===== src/rtl/mem_access_ctrl_if.sv =====
// rtl/mem_access_ctrl_if.sv - MEM-stage request/response and data-memory bus bundle
interface mem_access_ctrl_if #(
    parameter int AW = 32,
    parameter int DW = 32
);
    logic          req;
    logic          we;
    logic [1:0]    size;
    logic          uns;
    logic [AW-1:0] addr;
    logic [DW-1:0] wdata;
    logic [DW-1:0] rdata;
    logic          done;
    logic          busy;
    logic          misalign;
    logic          mem_we;
    logic [AW-1:0] mem_a;
    logic [DW-1:0] mem_wd;
    logic [DW-1:0] mem_rd;

    modport slave (
        input  req, we, size, uns, addr, wdata, mem_rd,
        output rdata, done, busy, misalign, mem_we, mem_a, mem_wd
    );

    modport master (
        output req, we, size, uns, addr, wdata, mem_rd,
        input  rdata, done, busy, misalign, mem_we, mem_a, mem_wd
    );
endinterface


===== src/rtl/mem_access_ctrl.sv =====
// rtl/mem_access_ctrl.sv - load/store controller with byte RMW and misalign detection; optional HALFWORD_EN
module mem_access_ctrl #(
    parameter int AW = 32,
    parameter int DW = 32
) (
    input  logic               clk,
    input  logic               reset_n,
    mem_access_ctrl_if.slave   bus
);

    typedef enum logic [2:0] {
        IDLE = 3'd0,
        LD   = 3'd1,
        RMW  = 3'd2,
        WR   = 3'd3,
        RESP = 3'd4
    } state_t;

    state_t        state;
    state_t        state_nx;

    logic [AW-1:0] addr_q;
    logic [DW-1:0] wdata_q;
    logic [1:0]    size_q;
    logic          we_q;
    logic          uns_q;
    logic          mis_q;
    logic [DW-1:0] merge_q;
    logic [DW-1:0] rdata_q;

    logic          in_byte;
    logic          in_half;
    logic          in_mis;
    logic          q_byte;
    logic          q_half;
    logic          q_word;

    logic [7:0]    rd_byte;
    logic [15:0]   rd_half;
    logic [DW-1:0] load_val;
    logic [DW-1:0] merge_d;
    logic [AW-1:0] aligned_a;

    logic          busy_c;
    logic          done_c;
    logic          mem_we_c;
    logic [AW-1:0] mem_a_c;
    logic [DW-1:0] mem_wd_c;

    // Size decode: without halfword support size 01 behaves as a word access
    assign in_byte = (bus.size == 2'b00);
    assign q_byte  = (size_q == 2'b00);
`ifdef HALFWORD_EN
    assign in_half = (bus.size == 2'b01);
    assign q_half  = (size_q == 2'b01);
`else
    assign in_half = 1'b0;
    assign q_half  = 1'b0;
`endif
    assign q_word  = !q_byte && !q_half;
    assign in_mis  = in_half ? bus.addr[0]
                             : (!in_byte && (bus.addr[1:0] != 2'b00));

    assign aligned_a = {addr_q[AW-1:2], 2'b00};

    // Lane extraction and extension of the memory read word for loads
    always_comb begin
        rd_byte = 8'h00;
        case (addr_q[1:0])
            2'd0:    rd_byte = bus.mem_rd[7:0];
            2'd1:    rd_byte = bus.mem_rd[15:8];
            2'd2:    rd_byte = bus.mem_rd[23:16];
            default: rd_byte = bus.mem_rd[31:24];
        endcase
        rd_half = addr_q[1] ? bus.mem_rd[31:16] : bus.mem_rd[15:0];
        if (q_byte) begin
            load_val = {{(DW-8){!uns_q && rd_byte[7]}}, rd_byte};
        end else if (q_half) begin
            load_val = {{(DW-16){!uns_q && rd_half[15]}}, rd_half};
        end else begin
            load_val = bus.mem_rd;
        end
    end

    // Merge word for sub-word stores: replace only the addressed lane(s)
    always_comb begin
        merge_d = bus.mem_rd;
        if (q_half) begin
            if (addr_q[1]) merge_d[31:16] = wdata_q[15:0];
            else           merge_d[15:0]  = wdata_q[15:0];
        end else begin
            case (addr_q[1:0])
                2'd0:    merge_d[7:0]   = wdata_q[7:0];
                2'd1:    merge_d[15:8]  = wdata_q[7:0];
                2'd2:    merge_d[23:16] = wdata_q[7:0];
                default: merge_d[31:24] = wdata_q[7:0];
            endcase
        end
    end

    // State register
    always_ff @(posedge clk or negedge reset_n) begin
        if (!reset_n) state <= IDLE;
        else          state <= state_nx;
    end

    // Next state and state-decoded bus outputs
    always_comb begin
        state_nx = state;
        busy_c   = 1'b0;
        done_c   = 1'b0;
        mem_we_c = 1'b0;
        mem_a_c  = '0;
        mem_wd_c = '0;
        case (state)
            IDLE: begin
                busy_c = bus.req;
                if (bus.req) begin
                    if (in_mis)                       state_nx = RESP;
                    else if (!bus.we)                 state_nx = LD;
                    else if (!in_byte && !in_half)    state_nx = WR;
                    else                              state_nx = RMW;
                end
            end
            LD: begin
                busy_c   = 1'b1;
                mem_a_c  = aligned_a;
                state_nx = RESP;
            end
            RMW: begin
                busy_c   = 1'b1;
                mem_a_c  = aligned_a;
                state_nx = WR;
            end
            WR: begin
                busy_c   = 1'b1;
                mem_a_c  = aligned_a;
                mem_we_c = 1'b1;
                mem_wd_c = q_word ? wdata_q : merge_q;
                state_nx = RESP;
            end
            RESP: begin
                done_c   = 1'b1;
                state_nx = IDLE;
            end
            default: state_nx = IDLE;
        endcase
    end

    // Request latch, load result and merge register
    always_ff @(posedge clk or negedge reset_n) begin
        if (!reset_n) begin
            addr_q  <= '0;
            wdata_q <= '0;
            size_q  <= 2'b00;
            we_q    <= 1'b0;
            uns_q   <= 1'b0;
            mis_q   <= 1'b0;
            merge_q <= '0;
            rdata_q <= '0;
        end else begin
            if (state == IDLE && bus.req) begin
                addr_q  <= bus.addr;
                wdata_q <= bus.wdata;
                size_q  <= bus.size;
                we_q    <= bus.we;
                uns_q   <= bus.uns;
                mis_q   <= in_mis;
                if (in_mis && !bus.we) rdata_q <= '0;
            end
            if (state == LD)  rdata_q <= load_val;
            if (state == RMW) merge_q <= merge_d;
        end
    end

    assign bus.busy     = busy_c;
    assign bus.done     = done_c;
    assign bus.misalign = done_c && mis_q;
    assign bus.mem_we   = mem_we_c && we_q;
    assign bus.mem_a    = mem_a_c;
    assign bus.mem_wd   = mem_wd_c;
    assign bus.rdata    = rdata_q;

endmodule

===== src/flat_wrapper.sv =====
// flat-port wrapper written by rule: the top's interface ports become plain ports
module mem_access_ctrl_flat 
#(
    parameter int AW = 32,
    parameter int DW = 32
)
  (clk, reset_n, bus_req, bus_we, bus_size, bus_uns, bus_addr, bus_wdata, bus_mem_rd, bus_rdata, bus_done, bus_busy, bus_misalign, bus_mem_we, bus_mem_a, bus_mem_wd);
  mem_access_ctrl_if #(.AW(AW), .DW(DW)) bus_i ();
  input  logic clk;
  input  logic reset_n;
  input wire logic [$bits(bus_i.req)-1:0] bus_req;
  input wire logic [$bits(bus_i.we)-1:0] bus_we;
  input wire logic [$bits(bus_i.size)-1:0] bus_size;
  input wire logic [$bits(bus_i.uns)-1:0] bus_uns;
  input wire logic [$bits(bus_i.addr)-1:0] bus_addr;
  input wire logic [$bits(bus_i.wdata)-1:0] bus_wdata;
  input wire logic [$bits(bus_i.mem_rd)-1:0] bus_mem_rd;
  output wire logic [$bits(bus_i.rdata)-1:0] bus_rdata;
  output wire logic [$bits(bus_i.done)-1:0] bus_done;
  output wire logic [$bits(bus_i.busy)-1:0] bus_busy;
  output wire logic [$bits(bus_i.misalign)-1:0] bus_misalign;
  output wire logic [$bits(bus_i.mem_we)-1:0] bus_mem_we;
  output wire logic [$bits(bus_i.mem_a)-1:0] bus_mem_a;
  output wire logic [$bits(bus_i.mem_wd)-1:0] bus_mem_wd;
  assign bus_i.req = bus_req;
  assign bus_i.we = bus_we;
  assign bus_i.size = bus_size;
  assign bus_i.uns = bus_uns;
  assign bus_i.addr = bus_addr;
  assign bus_i.wdata = bus_wdata;
  assign bus_i.mem_rd = bus_mem_rd;
  assign bus_rdata = bus_i.rdata;
  assign bus_done = bus_i.done;
  assign bus_busy = bus_i.busy;
  assign bus_misalign = bus_i.misalign;
  assign bus_mem_we = bus_i.mem_we;
  assign bus_mem_a = bus_i.mem_a;
  assign bus_mem_wd = bus_i.mem_wd;
  mem_access_ctrl #(.AW(AW), .DW(DW)) u_core (.clk(clk), .reset_n(reset_n), .bus(bus_i));
endmodule

===== config.mk =====
export PLATFORM = sky130hd
export DESIGN_NAME = mem_access_ctrl_flat
export DESIGN_NICKNAME = d
export VERILOG_FILES = /design/src/rtl/mem_access_ctrl_if.sv /design/src/rtl/mem_access_ctrl.sv /design/src/flat_wrapper.sv
export SDC_FILE = /design/constraint.sdc
export NUM_CORES = 1
export LEC_CHECK = 0
export BUFFER_PORTS_ARGS = -buffer_cell sky130_fd_sc_hd__buf_4
export CAP_MARGIN = 20
export CORE_ASPECT_RATIO = 1.4
export CORE_MARGIN = 2
export CORE_UTILIZATION = 48
export CTS_BUF_LIST = sky130_fd_sc_hd__clkbuf_4 sky130_fd_sc_hd__clkbuf_8
export DETAILED_ROUTE_END_ITERATION = 6
export PLACE_DENSITY = 0.77
export SLEW_MARGIN = 10
export SYNTH_ARGS = -nofsm -noshare
export SYNTH_HDL_FRONTEND = slang
export SYNTH_SLANG_ARGS = --single-unit

===== constraint.sdc =====
create_clock -name clk -period 1.7 [get_ports clk]
set_input_delay 0.085 -clock clk [delete_from_list [all_inputs] [get_ports clk]]
set_output_delay 0.085 -clock clk [all_outputs]
set_load 0.03 [all_outputs]

Word level (Yosys, flattened, before mapping) --
Cells that the tools add are included.
Storage, ports and cells: word-level logic and storage cells 56, flip-flop bits (word level) 136, output and inout bits 100, bits of input ports 103
Operators by class: reduce and logical (&&, ||, !) cells 20, multiplexer cells 20, equality and inequality tests 7
Operators with widths (number):
- 32-bit 2-to-1 mux | 7
- 8-bit 2-to-1 mux | 4
- 8-bit one-hot mux with 3 select lines | 1
- 3-bit 2-to-1 mux | 3
- 3-bit one-hot mux with 3 select lines | 1
- 3-bit by 2-bit equality test with 1-bit output (second input constant) | 2
- 1-bit logical AND | 6
- 2-bit zero test | 3
- 2-bit nonzero test | 3
- 3-bit OR reduction | 2
- 3-bit by 1-bit equality test with 1-bit output (second input constant) | 1
- 3-bit equality test (second input constant) | 1
- 1-bit zero test | 3
- 3-bit zero test | 1
- 1-bit 2-to-1 mux | 3
- 2-bit by 1-bit equality test with 1-bit output (second input constant) | 1
- 2-bit equality test (second input constant) | 1
- 2-bit inequality test (second input constant) | 1
- 1-bit one-hot mux with 2 select lines | 1
- 2-bit AND reduction | 1
- 2-bit OR reduction | 1

Depth between registers and ports, before layout --
Gate-level depths: netlist (run 1).
word-level depth 7, mapped depth 6, depth with buffers taken out 4

Least setup slack after synthesis (run 1) --
Ideal clock, no wire load.
kind reg2out, start register u_core.size_q[1], end output port bus_mem_wd[10], cell stages (with the launch flop) 6, required time 1615 ps, data arrival time 1650 ps, slack -35 ps, path buffers 2, path through dfrtp_1 > nor2_1 > clkbuf_1 > clkbuf_1 > nand2_1 > a21oi_1
On the way: longest elaborated chain between the ends 3
RTL lines:
- start, declared | RTL line mem_access_ctrl.sv:24 | logic [1:0] size_q;
- start signal, assigned | RTL line mem_access_ctrl.sv:165 | size_q <= bus.size;
- 2-bit zero test | RTL line mem_access_ctrl.sv:52 | assign q_byte = (size_q == 2'b00);
- 32-bit 2-to-1 mux | RTL line mem_access_ctrl.sv:139 | mem_wd_c = q_word ? wdata_q : merge_q;
- 32-bit 2-to-1 mux | RTL line mem_access_ctrl.sv:115 | case (state)
- end, declared | RTL line flat_wrapper.sv:24 | output wire logic [$bits(bus_i.mem_wd)-1:0] bus_mem_wd;
No other way between the ends.

Final worst setup path (run 1) --
start register u_core.state[2], end output port bus_mem_wd[20]
On the way: longest elaborated chain between the ends 2
RTL lines:
- start, declared | RTL line mem_access_ctrl.sv:19 | state_t state;
- start signal, assigned | RTL line mem_access_ctrl.sv:104 | else state <= state_nx;
- 3-bit by 2-bit equality test with 1-bit output | RTL line mem_access_ctrl.sv:115
- 32-bit 2-to-1 mux | RTL line mem_access_ctrl.sv:115
No other way between the ends.

==> metrics.txt, run 1 <==
Critical R2R Capture u_core.bus.rdata[28]; port bufs 200; vias in the first global route 6664; n_diodes 0; main area contributors after synthesis dfrtp_1 (53%), mux2_2 (13%), nand2_1 (4.9%); Die W 101 um; first-pass GRT wire length 36.1 mm; unrepaired setup endpoints after global routing true; maxcap violations 0; via count 6343; sequential share of the synthesized area 53.4%; status finished, violations left; minimum clock period 2000 ps; FF-to-FF setup slack -120 ps; Final Skew 15.6 ps; WS Path Type reg2out; share of layout cells above drive strength 1 48.1%; worst r2r src u_core.state[2]; Post-Synth Adder-Cell Area 0%; DRC viols 0; hold depth 3; H-tree levels 4; Final Core Density 85.9%; Clock Tree Root clkbuf_8; Hold Violations, Final 0; DR pass1 iterations 5; post-synthesis mux area share 17.5%; synth cell count leaders dfrtp_1 (136), nand2_1 (83), mux2_2 (72), a21oi_1 (59), nor2_1 (47); crit path launch type flip-flop; IO Pins 203; nets 1022; Min-Delay Path Class in2reg; CTS buffer count 17; drt total wl 26.1 mm; Rows 49; EDFF count, synth 0; PwrDens 1880 nW/um2; flops & latches, synth 136; fmax 500 MHz; TritonCTS Sinks 136; non-filler cells, final 1108; fraction of registers with async set/reset 100%; Final Max Slew Viols 0; synth unique cells 34; GRT overflow 0; DR vias/cell 5.72; Synth Area in Compound Gates 11.6%; post-synthesis cell count 581; post-synthesis simple-gate area fraction 13.8%; Core Footprint 12900 um2; setup ws final -299 ps; area delta synth->final 74.3%; Leak 5.09 nW; count leader, synth dfrtp_1; hpwl dp 13.7 mm; GRT Util Overall 33.6%; post-synth top area share 53.4%; Hold EP u_core.state[1]; Worst Path Max Fanout 8; area share of xor/xnor cells in the synthesized design 0%; detailed router's first-iteration violation count 410; R2R depth 7; critical path data arrival time 1910 ps; WL per Instance 23.6 um; CP endpoint kind primary output; WP data required 1620 ps; global placer's final weighted congestion 0.894; Setup Viol. Count Final 146; Die ar. 14200 um2; yosys warns 0; CTS tree done; average size of a mapped cell 11.0 um2; Post-Place Cells 943; mapped cell area 6370 um2; Worst Hold Launch bus_req; initial core utilization 49.3%; Tcrit/Tclk final 118%; largest family of logic cells by synthesized area multiplexers; failing checks setup timing; worst vdd rail ir drop 1.47 mV; pin count of the biggest net entering global routing 65; cell accounting for the most synthesized area dfrtp_1; ys flop type dfrtp_1; Max clock buf depth 2; clk slew on worst S/H paths 90 ps; Die Y-Extent 140 um; post-route ant nets 0; initial antenna violation count 0; clk_lat worst skew 450 ps
## sequential cells by signal (all words and copies together) (netlist names)
| signal | flops |
|---|---|
| u_core.addr_q | 32 |
| u_core.bus.rdata | 32 |
| u_core.merge_q | 32 |
| u_core.mis_q | 1 |
| u_core.size_q | 2 |
| u_core.state | 3 |
| u_core.uns_q | 1 |
| u_core.wdata_q | 32 |
| u_core.we_q | 1 |
## layer usage
metal / share of wire (%) / GRT usage (%)
met1: 34 / 37.5
met2: 53 / 58.8
met4: 5.6 / 16.9
met3: 6.9 / 7.83
met5: 0 / 0
## what timing repair did
action | CTS | global route
resized for setup | 138 | 63
gates cloned | 9 | 7
setup buffers | 10 | 8
endpoints found under the setup margin | 129 | 136
pin swaps | 30 | 8
hold buffers | 100 | 1
hold endpoints to repair | 235 | 1
## power by group
| part | leakage, nW | internal [mW] | switching, mW |
|---|---|---|---|
| Clock | 0.229 | 1.77 | 1.34 |
| Combinational | 3.26 | 5.63 | 6.12 |
| Sequential | 1.60 | 4.78 | 1.26 |
## cells by family after synthesis
group                  Yosys count
DFF                            136
and+or+nand+nor                185
other                            1
muxes                          100
buffers and inverters           48
AOI/OAI and AO/OA              111
## how the worst max path moves through the flow
stage | start | endpoint | slack [ps] | cells past startpoint
after floorplan | u_core.state[2] | bus_mem_we | 60 | 4
after global placement | u_core.state[2] | u_core.bus.rdata[21] | -210 | 4
after detailed placement | u_core.state[2] | u_core.bus.rdata[29] | -270 | 4
after CTS | u_core.state[2] | bus_mem_wd[7] | -160 | 6
after global routing | u_core.state[2] | bus_mem_wd[20] | -330 | 6
final | u_core.state[2] | bus_mem_wd[20] | -300 | 6
## cell usage in the layout (no fill, tap or decap), types with 5 or more instances in the layout
master / count
nor2_4: 5
a221o_1: 31
buf_16: 6
a21oi_1: 25
a21oi_4: 34
dlygate4sd3_1: 101
a22oi_1: 5
buf_12: 12
nor2_1: 43
clkbuf_16: 5
a31oi_1: 10
clkbuf_8: 18
mux2_4: 29
dfrtp_1: 135
mux2_2: 43
and2_4: 30
buf_4: 160
mux2i_1: 26
bufinv_16: 5
buf_6: 76
nand2_1: 83
## layout make-up
cell class	instances	area, um2
clock buffer	18	248
clock inverter	12	200
fill	633	1830
inverter	2	7.51
multi-input combinational	399	3380
sequential	136	3400
tap	178	223
timing repair buffer	363	3640
## worst max-delay path: stages, from the launching register on
cell and delay (ps):
dfrtp_1 410, buf_6 120, nand3b_1 250, buf_6 210, buf_16 170, a21oi_4 140
buf_6 150
## stage by stage
stage / area, um2 / hold WS, ps / TNS, ps / power (mW) / setup WS, ps
final: 11100 / 94.2 / -20990 / 20.9 / -299
after floorplan: 6490 / -211 / 0 / 11.4 / 56.5
after global routing: 11100 / 79.2 / -27480 / 21.7 / -334
after global placement: 8300 / 13.9 / -4990 / 14.0 / -211
after CTS: 10600 / 6.84 / -8170 / 19.1 / -156
after detailed placement: 8300 / 23.4 / -6190 / 14.3 / -269
(Power assumes the default switching activity.)
==> run 2, diff against run 1 <==
--- a/config.mk
+++ b/config.mk
@@ -7,12 +7,14 @@
 export LEC_CHECK = 0
 export BUFFER_PORTS_ARGS = -buffer_cell sky130_fd_sc_hd__buf_4
 export CAP_MARGIN = 20
-export CORE_ASPECT_RATIO = 1.4
+export CELL_PAD_IN_SITES_DETAIL_PLACEMENT = 0
+export CELL_PAD_IN_SITES_GLOBAL_PLACEMENT = 1
+export CORE_ASPECT_RATIO = 1.1
 export CORE_MARGIN = 2
-export CORE_UTILIZATION = 48
+export CORE_UTILIZATION = 36
 export CTS_BUF_LIST = sky130_fd_sc_hd__clkbuf_4 sky130_fd_sc_hd__clkbuf_8
 export DETAILED_ROUTE_END_ITERATION = 6
-export PLACE_DENSITY = 0.77
+export PLACE_DENSITY = 0.76
 export SLEW_MARGIN = 10
 export SYNTH_ARGS = -nofsm -noshare
 export SYNTH_HDL_FRONTEND = slang
==> run 2 against run 1 <==
Net effect: the flow still finishes with violations (setup timing); first-iteration DRC count fell by 7.1%; total power fell by 5.6%; via count fell by 7.1%; final area fell by 2.6%; sequential power fell by 3%; routed wire length fell by 14%; largest power group unchanged.
==> metrics.txt, run 2 (synthesis gave the netlist of run 1 again) <==
pin count of the biggest net entering global routing 71 (+9.2%); minimum clock period 1880 ps (-114 ps); post-route ant nets 0 (unchanged); met2 Resource Use GR 41.1% (-18 points); GRT overflow 0 (unchanged); setup ws final -184 ps (+114 ps); Rows 51 (+4.1%); unrepaired setup endpoints after global routing true; worst vdd rail ir drop 1.08 mV (-26%); WL per Instance 19.4 um (-18%); share of layout cells above drive strength 1 47.3% (-0.73 points); detailed router's first-iteration violation count 381 (-7.1%); hold slack 169 ps (+74.4 ps); Min-Delay Path Class in2async; setup_tns -20460 ps (+533 ps); Placed Area 8380 um2 (+1.0%); Tcrit/Tclk final 111% (-6.7 points); Post-Place Cells 1001 (+6.2%); Die W 131 um (+29%); CP endpoint kind flip-flop; status finished, violations left; most numerous cell on the critical path buf_4; R2R depth 8 (+1); Worst Path Max Fanout 8 (unchanged); WP data required 2030 ps (+410 ps); Die ar. 18800 um2 (+32%); IO Pins 203 (unchanged); Max clock buf depth 2 (unchanged); initial core utilization 36.3% (-13 points); CTS tree done; drt total wl 22.4 mm (-14%); area delta synth->final 69.7%; met3 usage 6.07% (-1.8 points); port bufs 200 (unchanged); FF-to-FF setup slack -180 ps (-60 ps); critical-path cell list buf_4 > buf_4 > nand2b_4 > nor3_4 > buf_6 > a21oi_4 > clkbuf_16 > a221o_1; Critical R2R Capture u_core.bus.rdata[30]; GRT Util Overall 24.0% (-9.6 points); Crit-path slowest cell dfrtp_1; GRT busiest layer met2; via count 5891 (-7.1%); slowest cell delay on critical path 410 ps (about the same); hpwl dp 14.0 mm (+2.5%); Final Max Slew Viols 0 (unchanged); Leak 4.87 nW (-4.2%); Die Y-Extent 144 um (+2.3%); failing checks setup timing; initial antenna violation count 1 (+1); clk_lat worst skew 450 ps (about the same); CTS buffer count 17 (unchanged); clk slew on worst S/H paths 90 ps (about the same); Crit path max-delay family buffers and inverters; WP buf/inv 4 (unchanged); met1 GRT Util 29.4% (-8.1 points); crit path launch type flip-flop; Hold Violations, Final 0 (unchanged); DR pass1 iterations 5 (unchanged); most frequent cells in the layout buf_4 (151), dfrtp_1 (136), dlygate4sd3_1 (102), nand2_1 (83), buf_6 (81); DRC viols 0 (unchanged); critical path data arrival time 2220 ps (+310 ps); Worst Setup SP u_core.state[2]; PwrDens 1820 nW/um2 (-3.1%); Final Core Density 61.6% (-24 points); Core Footprint 17500 um2 (+36%); DR vias/cell 5.09 (-11%); WS Path Type reg2reg; nets 1009 (-1.3%); commonest non-fill, non-tap cell in the layout buf_4; TritonCTS Sinks 136 (unchanged); maxcap violations 0 (unchanged); worst r2r src u_core.state[2]; post-route cell area 10800 um2 (-2.6%); non-filler cells, final 1158 (+4.5%); Clock Tree Root clkbuf_8; vias in the first global route 6250 (-6.2%); fmax 531 MHz (+6.1%); global placer's final weighted congestion 0.808 (-9.7%); pre-CTS WS -248 ps (+21.2 ps); Setup Viol. Count Final 162 (+11%); Final Skew 14.4 ps (-1.13 ps); H-tree levels 4 (unchanged); first-pass GRT wire length 33.9 mm (-6.1%); Power, Total 19.7 mW (-5.6%); Filler Cell Count 1391 (+120%)
==> run 2: how the worst max path moves through the flow <==
stage	to	depth (start not counted)
finish	u_core.bus.rdata[30]	8
global route	bus_mem_wd[2]	6
CTS	bus_mem_wd[27]	6
detailed placement	u_core.bus.rdata[23]	4
global placement	u_core.bus.rdata[9]	4
floorplan	bus_mem_we	4
==> run 2: area by class of cell <==
type | instances | area [um2] | area share (%)
Tap cell | 238 | 298 | 2.75
Clock inverter | 13 | 239 | 2.21
Clock buffer | 19 | 262 | 2.42
Sequential cell | 136 | 3400 | 31.5
Antenna cell | 1 | 2.50 | 0.0231
Timing Repair Buffer | 350 | 3430 | 31.7
Multi-Input combinational cell | 399 | 3170 | 29.3
Inverter | 2 | 7.51 | 0.0694
==> run 2: repair_timing <==
action / CTS / global route
hold buffers: 102 / 0
pin swaps: 19 / 17
endpoints found under the setup margin: 92 / 170
hold endpoints to repair: 257 / 0
setup buffers: 8 / 3
cloned: 7 / 4
resized for setup: 137 / 18
==> run 2: power by group <==
group	switching [mW]	total (mW)	leakage [nW]	internal (mW)
registers	1.10	5.87	1.60	4.77
logic	5.49	10.5	3.03	5.01
clock network	1.37	3.36	0.244	1.99
==> run 2: tightest hold or removal path, delay by kind of cell <==
kind | cells | cell delay (ps)
buf+inv | 3 | 950
==> run 2: routing by layer <==
metal,part of all wire (%),up-vias
li1,-,2701
met1,41,2903
met2,50,246
met3,6.6,41
met4,2.3,0
met5,0,-
==> run 3, diff against run 2 <==
--- a/config.mk
+++ b/config.mk
@@ -19,3 +19,4 @@
 export SYNTH_ARGS = -nofsm -noshare
 export SYNTH_HDL_FRONTEND = slang
 export SYNTH_SLANG_ARGS = --single-unit
+export TNS_END_PERCENT = 30
==> constraint.sdc (replaced) <==
create_clock -name clk -period 1.7 [get_ports clk]
set_input_delay 0.085 -clock clk [delete_from_list [all_inputs] [get_ports clk]]
set_output_delay 0.085 -clock clk [all_outputs]
set_load 0.1 [all_outputs]
==> run 3 against run 2 <==
Net effect: the flow still finishes with violations (setup timing); clock-buffer cell count decreased by 2; clock skew decreased by 1.0 ps; register-to-register slack about the same; via count decreased by 2.0%.
==> metrics.txt, run 3 (synthesis gave the netlist of run 1 again) <==
worst vdd rail ir drop 1.68 mV (+56%); share of layout cells above drive strength 1 47.2% (-0.11 points); unrepaired setup endpoints after global routing true; Clock Tree Root clkbuf_8; Worst Path Max Fanout 7 (-1); WL per Instance 19.2 um (-0.64%); DRC viols 0 (unchanged); n_diodes 0 (-1); Min-Delay Path Class in2async; critical path data arrival time 1980 ps (-240 ps); Core Footprint 17500 um2 (unchanged); Setup Viol. Count Final 170 (+4.9%); crit path launch type flip-flop; Rows 51 (unchanged); setup ws final -364 ps (-180 ps); global placer's final weighted congestion 0.766 (-5.2%); most frequent cells in the layout buf_4 (156), dfrtp_1 (136), dlygate4sd3_1 (102), nand2_1 (83), buf_12 (76); drt total wl 22.2 mm (-0.90%); clk slew on worst S/H paths 90 ps (about the same); first-pass GRT wire length 33.7 mm (-0.51%); initial antenna violation count 0 (-1); maxcap violations 0 (unchanged); H-tree levels 4 (unchanged); fmax 484 MHz (-8.7%); GRT Util Overall 23.8% (-0.19 points); nets 1007 (-0.20%); Hold Violations, Final 0 (unchanged); CP endpoint kind primary output; DR vias/cell 5.00 (-1.7%); CTS buffer count 17 (unchanged); initial core utilization 36.3% (unchanged); WS Path Type reg2out; failing checks setup timing; clk_lat worst skew 460 ps (about the same); Filler Cell Count 1267 (-8.9%); Max clock buf depth 2 (unchanged); Final Skew 13.4 ps (-0.998 ps); detailed router's first-iteration violation count 412 (+8.1%); port bufs 200 (unchanged); slew at the pin closest to its max-slew limit 644 ps; Die W 131 um (unchanged); Die ar. 18800 um2 (unchanged); hpwl dp 14.1 mm (+0.49%); DR pass1 iterations 5 (unchanged); commonest non-fill, non-tap cell in the layout buf_4; CTS tree done; GRT overflow 0 (unchanged); Power, Total 24.2 mW (+23%); pin count of the biggest net entering global routing 65 (-8.5%); minimum clock period 2060 ps (+180 ps); post-route ant nets 0 (unchanged); vias in the first global route 6247 (-0.048%); Final Max Slew Viols 0 (unchanged); IO Pins 203 (unchanged); TritonCTS Sinks 136 (unchanged); Leak 4.98 nW (+2.3%); Slew HR 56.8%; area delta synth->final 78.4%; status finished, violations left; Tcrit/Tclk final 121% (+11 points); PwrDens 2130 nW/um2 (+17%); Die Y-Extent 144 um (unchanged); FF-to-FF setup slack -180 ps (about the same); post-route cell area 11400 um2 (+5.1%); WP data required 1620 ps (-410 ps); Placed Area 8680 um2 (+3.5%); via count 5774 (-2.0%)
[run 3: layout make-up]
type | instances | area [um2] | share of cell area [%]
well taps | 238 | 298 | 2.62
clock buffers | 17 | 234 | 2.06
clock inverters | 15 | 240 | 2.11
multi-input cells | 398 | 3240 | 28.5
repair buffers | 349 | 3940 | 34.7
inverters | 2 | 7.51 | 0.0660
flip-flops and latches | 136 | 3400 | 29.9
[run 3: final timing paths]
path / startpoint / depth (start not counted) / to
min in group clk: bus_mem_rd[7] / 4 / u_core.bus.rdata[7]
min reg2reg: u_core.wdata_q[30] / 1 / u_core.wdata_q[30]
max: u_core.state[2] / 7 / bus_mem_wd[11]
max in group asynchronous: reset_n / 3 / u_core.state[2]
max reg2reg: u_core.state[2] / 7 / u_core.bus.rdata[0]
min: reset_n / 2 / u_core.wdata_q[22]
[run 3: timing repair]
| action | CTS | global route |
|---|---|---|
| gates cloned | 2 | 3 |
| hold buffers | 102 | 0 |
| gates resized for setup | 221 | 38 |
| endpoints found under the hold margin | 268 | 0 |
| buffers inserted | 7 | 4 |
| pin swaps | 4 | 42 |
| setup endpoints to repair | 165 | 197 |
[run 3: routing by layer]
metal | track usage (%) | part of all wire [%]
met3 | 6.22 | 6.4
met2 | 40.7 | 52
met1 | 29.1 | 40
met5 | 0 | 0
met4 | 8.01 | 1.8
[run 3: report_power, final]
part	leakage (nW)	total, mW	internal [mW]	switching (mW)
logic	3.15	15.1	5.70	9.38
registers	1.60	5.87	4.77	1.11
clock network	0.231	3.21	1.78	1.43
[run 3: worst max-delay path, stage by stage (launching register included)]
cell and delay [ps]:
dfrtp_1 400, buf_6 120, buf_6 110, nand3b_1 180, buf_4 190, clkbuf_16 190
a21oi_4 150, buf_12 190
[run 3: through the flow]
stage	utilization, %	setup WS [ps]	instances	hold WS (ps)	TNS, ps
floorplan	-	-149	582	-211	-7930
global placement	49.4	-232	1006	27.3	-11150
detailed placement	49.4	-352	1006	34.3	-17200
CTS	63.7	-389	1149	78.8	-29060
global route	64.8	-435	1155	129	-49980
finish	64.8	-364	1155	107	-31970
